### config.mk
export PLATFORM = sky130hd
export DESIGN_NAME = hyper_ca_serializer
export DESIGN_NICKNAME = d
export VERILOG_FILES = /design/src/rtl/hyper_ca_serializer.sv
export SDC_FILE = /design/constraint.sdc
export NUM_CORES = 1
export LEC_CHECK = 0
export BUFFER_PORTS_ARGS = -buffer_cell sky130_fd_sc_hd__buf_2
export CAP_MARGIN = 40
export CORE_MARGIN = 4
export CORE_UTILIZATION = 25
export CTS_CLUSTER_SIZE = 10
export DETAILED_ROUTE_END_ITERATION = 10
export GPL_TIMING_DRIVEN = 1
export PLACE_DENSITY = 0.4
export SETUP_SLACK_MARGIN = 0.05
export SYNTH_ARGS = -nofsm -noshare
export SYNTH_HDL_FRONTEND = slang
export SYNTH_SLANG_ARGS = --single-unit
### constraint.sdc
create_clock -name clk_i -period 1.8 [get_ports clk_i]
set_input_delay 0.09 -clock clk_i [delete_from_list [all_inputs] [get_ports clk_i]]
set_output_delay 0.09 -clock clk_i [all_outputs]
set_load 0.01 [all_outputs]
### src/rtl/hyper_ca_serializer.sv
`default_nettype none
// ============================================================================
// Module   : hyper_ca_serializer
// Purpose  : Drives a 48-bit HyperBus command-address word onto DQ as three
//            16-bit DDR words, frames it with chip select, and holds the bus
//            until the data-phase engine reports the end of the transaction.
//            Reports whether the device asked for doubled initial latency.
// Ports    : clk_i, rst_i (async, active high)
//            cmd_addr_i/cmd_valid_i/cmd_ready_o : CA word handshake
//            abort_i    : abandon the current transaction (highest priority)
//            txn_end_i  : data phase finished, release CS
//            rwds_i     : synchronised RWDS, sampled during the first CA word
//            dq_o/dq_oe_o/cs_no : HyperBus CA drive towards the PHY
//            ca_done_o  : one-cycle pulse after the last CA word
//            latency_double_o : 1 = 2x initial latency requested
//            busy_o     : block is not idle
// Macro    : HYPER_RWDS_LATENCY_SAMPLE_EN - when defined, latency_double_o
//            comes from RWDS sampled during CA word 0; otherwise it takes
//            FIXED_LATENCY_DOUBLE.
// Revision : 1.0 - initial release
// ============================================================================
module hyper_ca_serializer #(
    parameter int unsigned CS_SETUP_CYCLES      = 1,
    parameter logic        FIXED_LATENCY_DOUBLE = 1'b1
) (
    input  logic        clk_i,
    input  logic        rst_i,
    input  logic [47:0] cmd_addr_i,
    input  logic        cmd_valid_i,
    output logic        cmd_ready_o,
    input  logic        abort_i,
    input  logic        txn_end_i,
    input  logic        rwds_i,
    output logic [15:0] dq_o,
    output logic        dq_oe_o,
    output logic        cs_no,
    output logic        ca_done_o,
    output logic        latency_double_o,
    output logic        busy_o
);

    localparam logic [1:0] c_IDLE     = 2'd0;
    localparam logic [1:0] c_SETUP    = 2'd1;
    localparam logic [1:0] c_SHIFT    = 2'd2;
    localparam logic [1:0] c_WAIT_END = 2'd3;

    // Setup counter counts down to zero, so it starts one below the cycle count.
    localparam logic [2:0] c_SETUP_LOAD =
        (CS_SETUP_CYCLES > 0) ? 3'(CS_SETUP_CYCLES - 1) : 3'd0;

    logic [1:0]  state_q, state_d;
    logic [2:0]  cnt_q, cnt_d;
    logic [1:0]  idx_q, idx_d;
    logic [47:0] ca_q;
    logic        ca_done_q;
    logic        lat_q;
    logic        w_accept;
    logic        w_shift_last;
    logic        w_lat_sample;

    // cmd_ready_o is ~abort_i in IDLE, so acceptance excludes abort.
    assign w_accept     = (state_q == c_IDLE) && cmd_valid_i && !abort_i;
    // Final CA word leaving SHIFT normally (an abort suppresses ca_done_o).
    assign w_shift_last = (state_q == c_SHIFT) && (idx_q == 2'd2) && !abort_i;

    // ------------------------------------------------------------------
    // State register
    // ------------------------------------------------------------------
    always_ff @(posedge clk_i or posedge rst_i) begin
        if (rst_i) begin
            state_q <= c_IDLE;
            cnt_q   <= 3'd0;
            idx_q   <= 2'd0;
        end else begin
            state_q <= state_d;
            cnt_q   <= cnt_d;
            idx_q   <= idx_d;
        end
    end

    // ------------------------------------------------------------------
    // Next-state logic
    // ------------------------------------------------------------------
    always_comb begin
        state_d = state_q;
        cnt_d   = cnt_q;
        idx_d   = idx_q;
        if (abort_i) begin
            state_d = c_IDLE;
        end else begin
            case (state_q)
                c_IDLE: begin
                    if (cmd_valid_i) begin
                        idx_d   = 2'd0;
                        cnt_d   = c_SETUP_LOAD;
                        state_d = (CS_SETUP_CYCLES > 0) ? c_SETUP : c_SHIFT;
                    end
                end
                c_SETUP: begin
                    if (cnt_q == 3'd0) begin
                        state_d = c_SHIFT;
                    end else begin
                        cnt_d = cnt_q - 3'd1;
                    end
                end
                c_SHIFT: begin
                    if (idx_q == 2'd2) begin
                        state_d = c_WAIT_END;
                    end else begin
                        idx_d = idx_q + 2'd1;
                    end
                end
                c_WAIT_END: begin
                    // Also honoured in the ca_done_o cycle; the pulse is registered.
                    if (txn_end_i) begin
                        state_d = c_IDLE;
                    end
                end
                default: state_d = c_IDLE;
            endcase
        end
    end

    // ------------------------------------------------------------------
    // Output decode
    // ------------------------------------------------------------------
    always_comb begin
        cmd_ready_o = 1'b0;
        cs_no       = 1'b0;
        dq_o        = 16'd0;
        dq_oe_o     = 1'b0;
        busy_o      = 1'b1;
        case (state_q)
            c_IDLE: begin
                cmd_ready_o = ~abort_i;
                cs_no       = 1'b1;
                busy_o      = 1'b0;
            end
            c_SHIFT: begin
                dq_oe_o = 1'b1;
                case (idx_q)
                    2'd0:    dq_o = ca_q[47:32];
                    2'd1:    dq_o = ca_q[31:16];
                    default: dq_o = ca_q[15:0];
                endcase
            end
            default: ;
        endcase
    end

    assign ca_done_o        = ca_done_q;
    assign latency_double_o = lat_q;

    // ------------------------------------------------------------------
    // Datapath registers: CA word, done pulse, latency flag
    // ------------------------------------------------------------------
    always_ff @(posedge clk_i or posedge rst_i) begin
        if (rst_i) begin
            ca_q      <= 48'd0;
            ca_done_q <= 1'b0;
            lat_q     <= 1'b0;
        end else begin
            ca_done_q <= w_shift_last;
            if (w_accept) begin
                ca_q <= cmd_addr_i;
            end
            if (abort_i || w_accept) begin
                lat_q <= 1'b0;
            end else if (w_shift_last) begin
                lat_q <= w_lat_sample;
            end
        end
    end

`ifdef HYPER_RWDS_LATENCY_SAMPLE_EN
    // RWDS is captured while CA word 0 is on the bus and published with ca_done_o.
    logic rwds_q;

    always_ff @(posedge clk_i or posedge rst_i) begin
        if (rst_i) begin
            rwds_q <= 1'b0;
        end else if ((state_q == c_SHIFT) && (idx_q == 2'd0)) begin
            rwds_q <= rwds_i;
        end
    end

    assign w_lat_sample = rwds_q;
`else
    logic w_unused_rwds;

    assign w_unused_rwds = rwds_i;
    assign w_lat_sample  = FIXED_LATENCY_DOUBLE;
`endif

endmodule
`default_nettype wire

==> Word-level counts from Yosys, hierarchy flattened <==
Index checks and enable logic that the tools add are counted.
W data, S select, Z words.
{ "classes": {"eq_ne": 12, "add_sub_neg": 2, "reduce_logical": 15, "bitwise_logic": 1, "muxes": 20} }
{ "ops": {"columns": ["op", "n"], "rows": [
  ["$pmux W16 S2", 1],
  ["$mux W16", 1],
  ["$mux W2", 7],
  ["$reduce_and A4 Y1", 3],
  ["$ne A3 B3 Y1 const B", 3],
  ["$pmux W2 S4", 1],
  ["$eq A2 B2 Y1 const B", 3],
  ["$mux W1", 6],
  ["$mux W3", 2],
  ["$ne A2 B2 Y1 const B", 3],
  ["$pmux W3 S2", 1],
  ["$reduce_bool A2 Y1", 3],
  ["$eq A2 B1 Y1 const B", 2],
  ["$logic_and A1 B1 Y1", 4],
  ["$logic_not A2 Y1", 2],
  ["$pmux W2 S2", 1],
  ["$logic_not A3 Y1", 1],
  ["$ne A3 B2 Y1 const B", 1],
  ["$sub A3 B1 Y3 const B", 1],
  ["$add A2 B1 Y2 const B", 1],
  ["$logic_not A1 Y1", 1],
  ["$logic_or A1 B1 Y1", 1],
  ["$not A1 Y1", 1]
]} }
{ "word_totals": {"elab_cells": 56, "ff_bits": 57, "in_bits": 54, "output_inout_bits": 22} }

==> Depth between registers and ports, before layout <==
{ "depth": {"word_depth": 5, "depth_mapped": 7, "depth_no_buf": 6} }

==> Least setup slack after synthesis <==
Ideal clock, no wire load.
{ "synth_path": {"kind": "flip-flop to flip-flop", "start": "reg state_q[0]", "end": "reg state_q[0]", "path_buffers": 0, "slack_ps": 118, "stages_incl_launch_ff": 6, "arrival_time_ps": 1554, "required_time_ps": 1672, "path_cell_list": "dfrtp_1 -> inv_1 -> ha_1 -> nor2b_2 -> nor4_4 -> mux2_1"} }
{ "synth_between": {"elab_chain_cells": 3} }
{ "synth_lines": {"columns": ["element", "line_no", "text"], "rows": [
  ["start, declared", "51", "logic [1:0] state_q, state_d;"],
  ["start signal, assigned", "71", "state_q <= c_IDLE;"],
  ["start signal, assigned", "75", "state_q <= state_d;"],
  ["$eq A2 B1 Y1 (tied with other cells)", "91", "case (state_q)"],
  ["$ne A3 B3 Y1 (no source line) (tied with other cells)", null, null],
  ["$reduce_and A4 Y1 (no source line) / $mux W2 (equally long branches)", null, null]
]} }
Several ways; a longest one is shown, not always the timed one.
A chain may end at the register's enable or synchronous reset.

==> Worst setup path after layout <==
{ "layout_path": {"start": "reg idx_q[0]", "end": "out dq_o[7]"} }
{ "layout_between": {"elab_chain_cells": 3} }
{ "layout_lines": {"columns": ["element", "line_no", "text"], "rows": [
  ["start, declared", "53", "logic [1:0] idx_q, idx_d;"],
  ["start signal, assigned", "77", "idx_q <= idx_d;"],
  ["$eq A2 B1 Y1 / $logic_not A2 Y1 (equally long branches)", "141", "case (idx_q)"],
  ["$pmux W16 S2 (*)", "141", null],
  ["$mux W16 (*)", "133", "case (state_q)"],
  ["end, declared", "34", "output logic [15:0] dq_o,"]
]} }
Every way passes the cells marked *; elsewhere a longest branch is shown, timed or not.

==> out/qor.yml <==
run_status: "finished, final reports clean"
vias: 2169
fp.coreArea_sq_mm: 0.01098
final-hold-violation-count: 0
portBuffers: 74
grt_pass1_vias: 2444
worst_setup_path_start_kind: "register"
cts_max_path_buffers: 2
tightest_slew_ns: 0.3201
ys_seq_area_frac: 0.5004
die_w_um: 114.8
min_period_over_period: 0.9723
grt_overflow: 0
crit_type: "reg2out"
clkTransAtPathRegs_ns: 0.05
fillers: 1075
route.detailed.drc: 0
finalClockSkew_ns: 0.006883
hold_start: "cmd_addr_i[34]"
area_delta_synth_final_pct: 55.09
setup_tns_ns: 0
numCtsBuffers: 9
antenna_left: 0
r2r_slack_ns: 0.14
routedWlPerCell_um: 15.29
gp_congestion: 0.7406
start_util: 0.2595
worstRegToRegCells: 5
end_kind: "primary output"
finalMaxSlewViolations: 0
hpwl_mm: 5.024
regArea_sq_mm: 0.001428
num_rows: 38
antenna_found_initial: 0
io_pins: 76
dp_slack_ns: 0.1110
async_reset_ff_frac: 1.000
r2r-end: "state_q[0]"
rsz0062_at_grt: "true"
fin_area_sq_mm: 0.004420
drtIter0Drc: 54
ys_types: 30
drt-total-wl_mm: 7.659
die_h_um: 114.8
firstDrtPassIters: 4
fin_ws_ns: 0.04991
r2r_start: "state_q[1]"
required_ns: 1.71
syn_area_per_cell_sq_um: 12.56
grt_pass1_wl_mm: 12.48
ys_warn_count: 0
grt_max_degree: 58
htree_levels: 3
place_area_sq_mm: 0.003508
antenna_cells: 0
max_cap_viol_count: 0
drive_above_1_share: 0.5679
fin_crit_ns: 1.750
grt_use_total: 0.1234
multi_input_area_sq_mm: 0.001464
hold_class: "in2reg"
p_leak_nw: 2.072
holdPathStages: 2
clk-insertion-delay-late_ns: 0.32
finalNetCount: 420
synthCells: 227
relSlewSlack: 0.7866
worst-path-max-fanout: 3
syn-num-nets: 291
powerDensity_mw_per_mm2: 1555
ir_drop_mv: 0.4823
fmax_ghz: 0.5714
synth-edff-count: 0
cts_tree: "built"
viasPerCell: 4.329
synth_seq_cells: 57
min_to: "ca_q[34]"
syn_area_sq_mm: 0.002850
finalSetupViolations: 0
cp_data_arrival_time_ns: 1.66
fp.dieArea_sq_mm: 0.01317
finalCoreUtilization: 0.4025
synthFlopType: "dfrtp_1"
cts_root_buf: "clkbuf_16"
clock-sinks: 57
logic make-up (layout without fill, tap and decap cells):
kind of cell,count (synthesis),count (layout),synth area share
flops,57,57,0.5004
mux,50,50,0.2234
simple gates,48,48,0.08516
compound gates,40,40,0.1071
buf+inv,22,156,0.03994
fa+ha+maj,10,10,0.04390
report_power, final:
group          switching, mW  leakage, nW  internal (mW)
sequential             0.377        0.685           1.88
combinational           1.11         1.22           1.51
clock                  0.601        0.166           1.39
total                   2.09         2.07           4.78
cells in the final DEF (no fill, tap or decap), types with 6 or more instances in the layout:
cell type      Yosys  layout
dlygate4sd3_1      0      30
clkbuf_16          0      10
ha_1              10       6
a21boi_1           1       6
buf_4              0      15
nor2_1             9       9
buf_2              7      74
a22oi_1           16      13
mux2_4            20      21
dfrtp_1           57      56
nand2_1           21       8
nand2_2            0      10
a21boi_2           0      10
mux2_2            28      28
per-stage QoR:
step	std cells	hold slack (ns)	total power, mW
finish	501	0.01006	6.872
global route	501	0.002157	7.321
CTS	499	0.0004570	6.853
detailed placement	447	0.1806	4.429
global placement	447	0.1821	4.400
floorplan	227	0.1855	3.679
worst max path at each step:
stage	from	to	slack, ns	cells after the start
global placement	state_q[1]	ca_q[10]	0.12	5
detailed placement	state_q[1]	ca_q[10]	0.11	5
finish	idx_q[0]	dq_o[7]	0.05	8
global route	idx_q[0]	dq_o[1]	-0.04	8
CTS	idx_q[0]	dq_o[5]	0.03	8
floorplan	state_q[0]	state_q[0]	0.12	5
synthesized netlist by cell type, types with 3 or more instances:
cell	count	area [sq um]
dfrtp_1	57	1426
mux2_2	28	315.3
nand2_1	21	78.83
mux2_4	20	300.3
a22oi_1	16	120.1
a21boi_0	15	112.6
ha_1	10	125.1
inv_1	9	33.78
nor2_1	9	33.78
buf_2	7	35.03
nand3_1	4	20.02
o221ai_1	4	35.03
buf_6	3	33.78
clkbuf_1	3	11.26
nor2b_1	3	18.77
routing by layer:
metal / track usage / vias up / wire, um
li1: - / 1063 / -
met1: 0.1628 / 1056 / 3548
met2: 0.1960 / 42 / 3660
met3: 0.03368 / 8 / 356
met4: 0.04225 / 0 / 93
met5: 0 / - / 0
flip-flops by register name (all words and copies together) (netlist names):
signal	count
cnt_q	3
state_q	2
ca_done_o	1
latency_double_o	1
ca_q	48
idx_q	2
area by class of cell:
cell class                 count  share of cell area
clock buffer                  11             0.05491
tap                          140             0.03963
timing repair buffer         131              0.2205
clock inverter                 5             0.02321
inverter                       9            0.007642
sequential                    57              0.3230
multi-input combinational    148              0.3312
repair_timing:
| action | in CTS | in global routing |
|---|---|---|
| endpoints found under the hold margin | 85 | 1 |
| buffers inserted | 6 | 2 |
| pin swaps | 23 | 6 |
| cloned | 1 | 1 |
| setup endpoints to repair | 17 | 33 |
| hold buffers | 29 | 1 |
| resized for setup | 46 | 22 |
critical path, stage by stage (launching register included):
cell and delay [ns]:
dfrtp_2 0.41, inv_2 0.07, ha_4 0.18, nor2_4 0.13, buf_6 0.12, buf_4 0.10, nand2_2 0.04, a21boi_2 0.14
buf_2 0.15
Note: power is estimated with default switching activity, not from simulation.
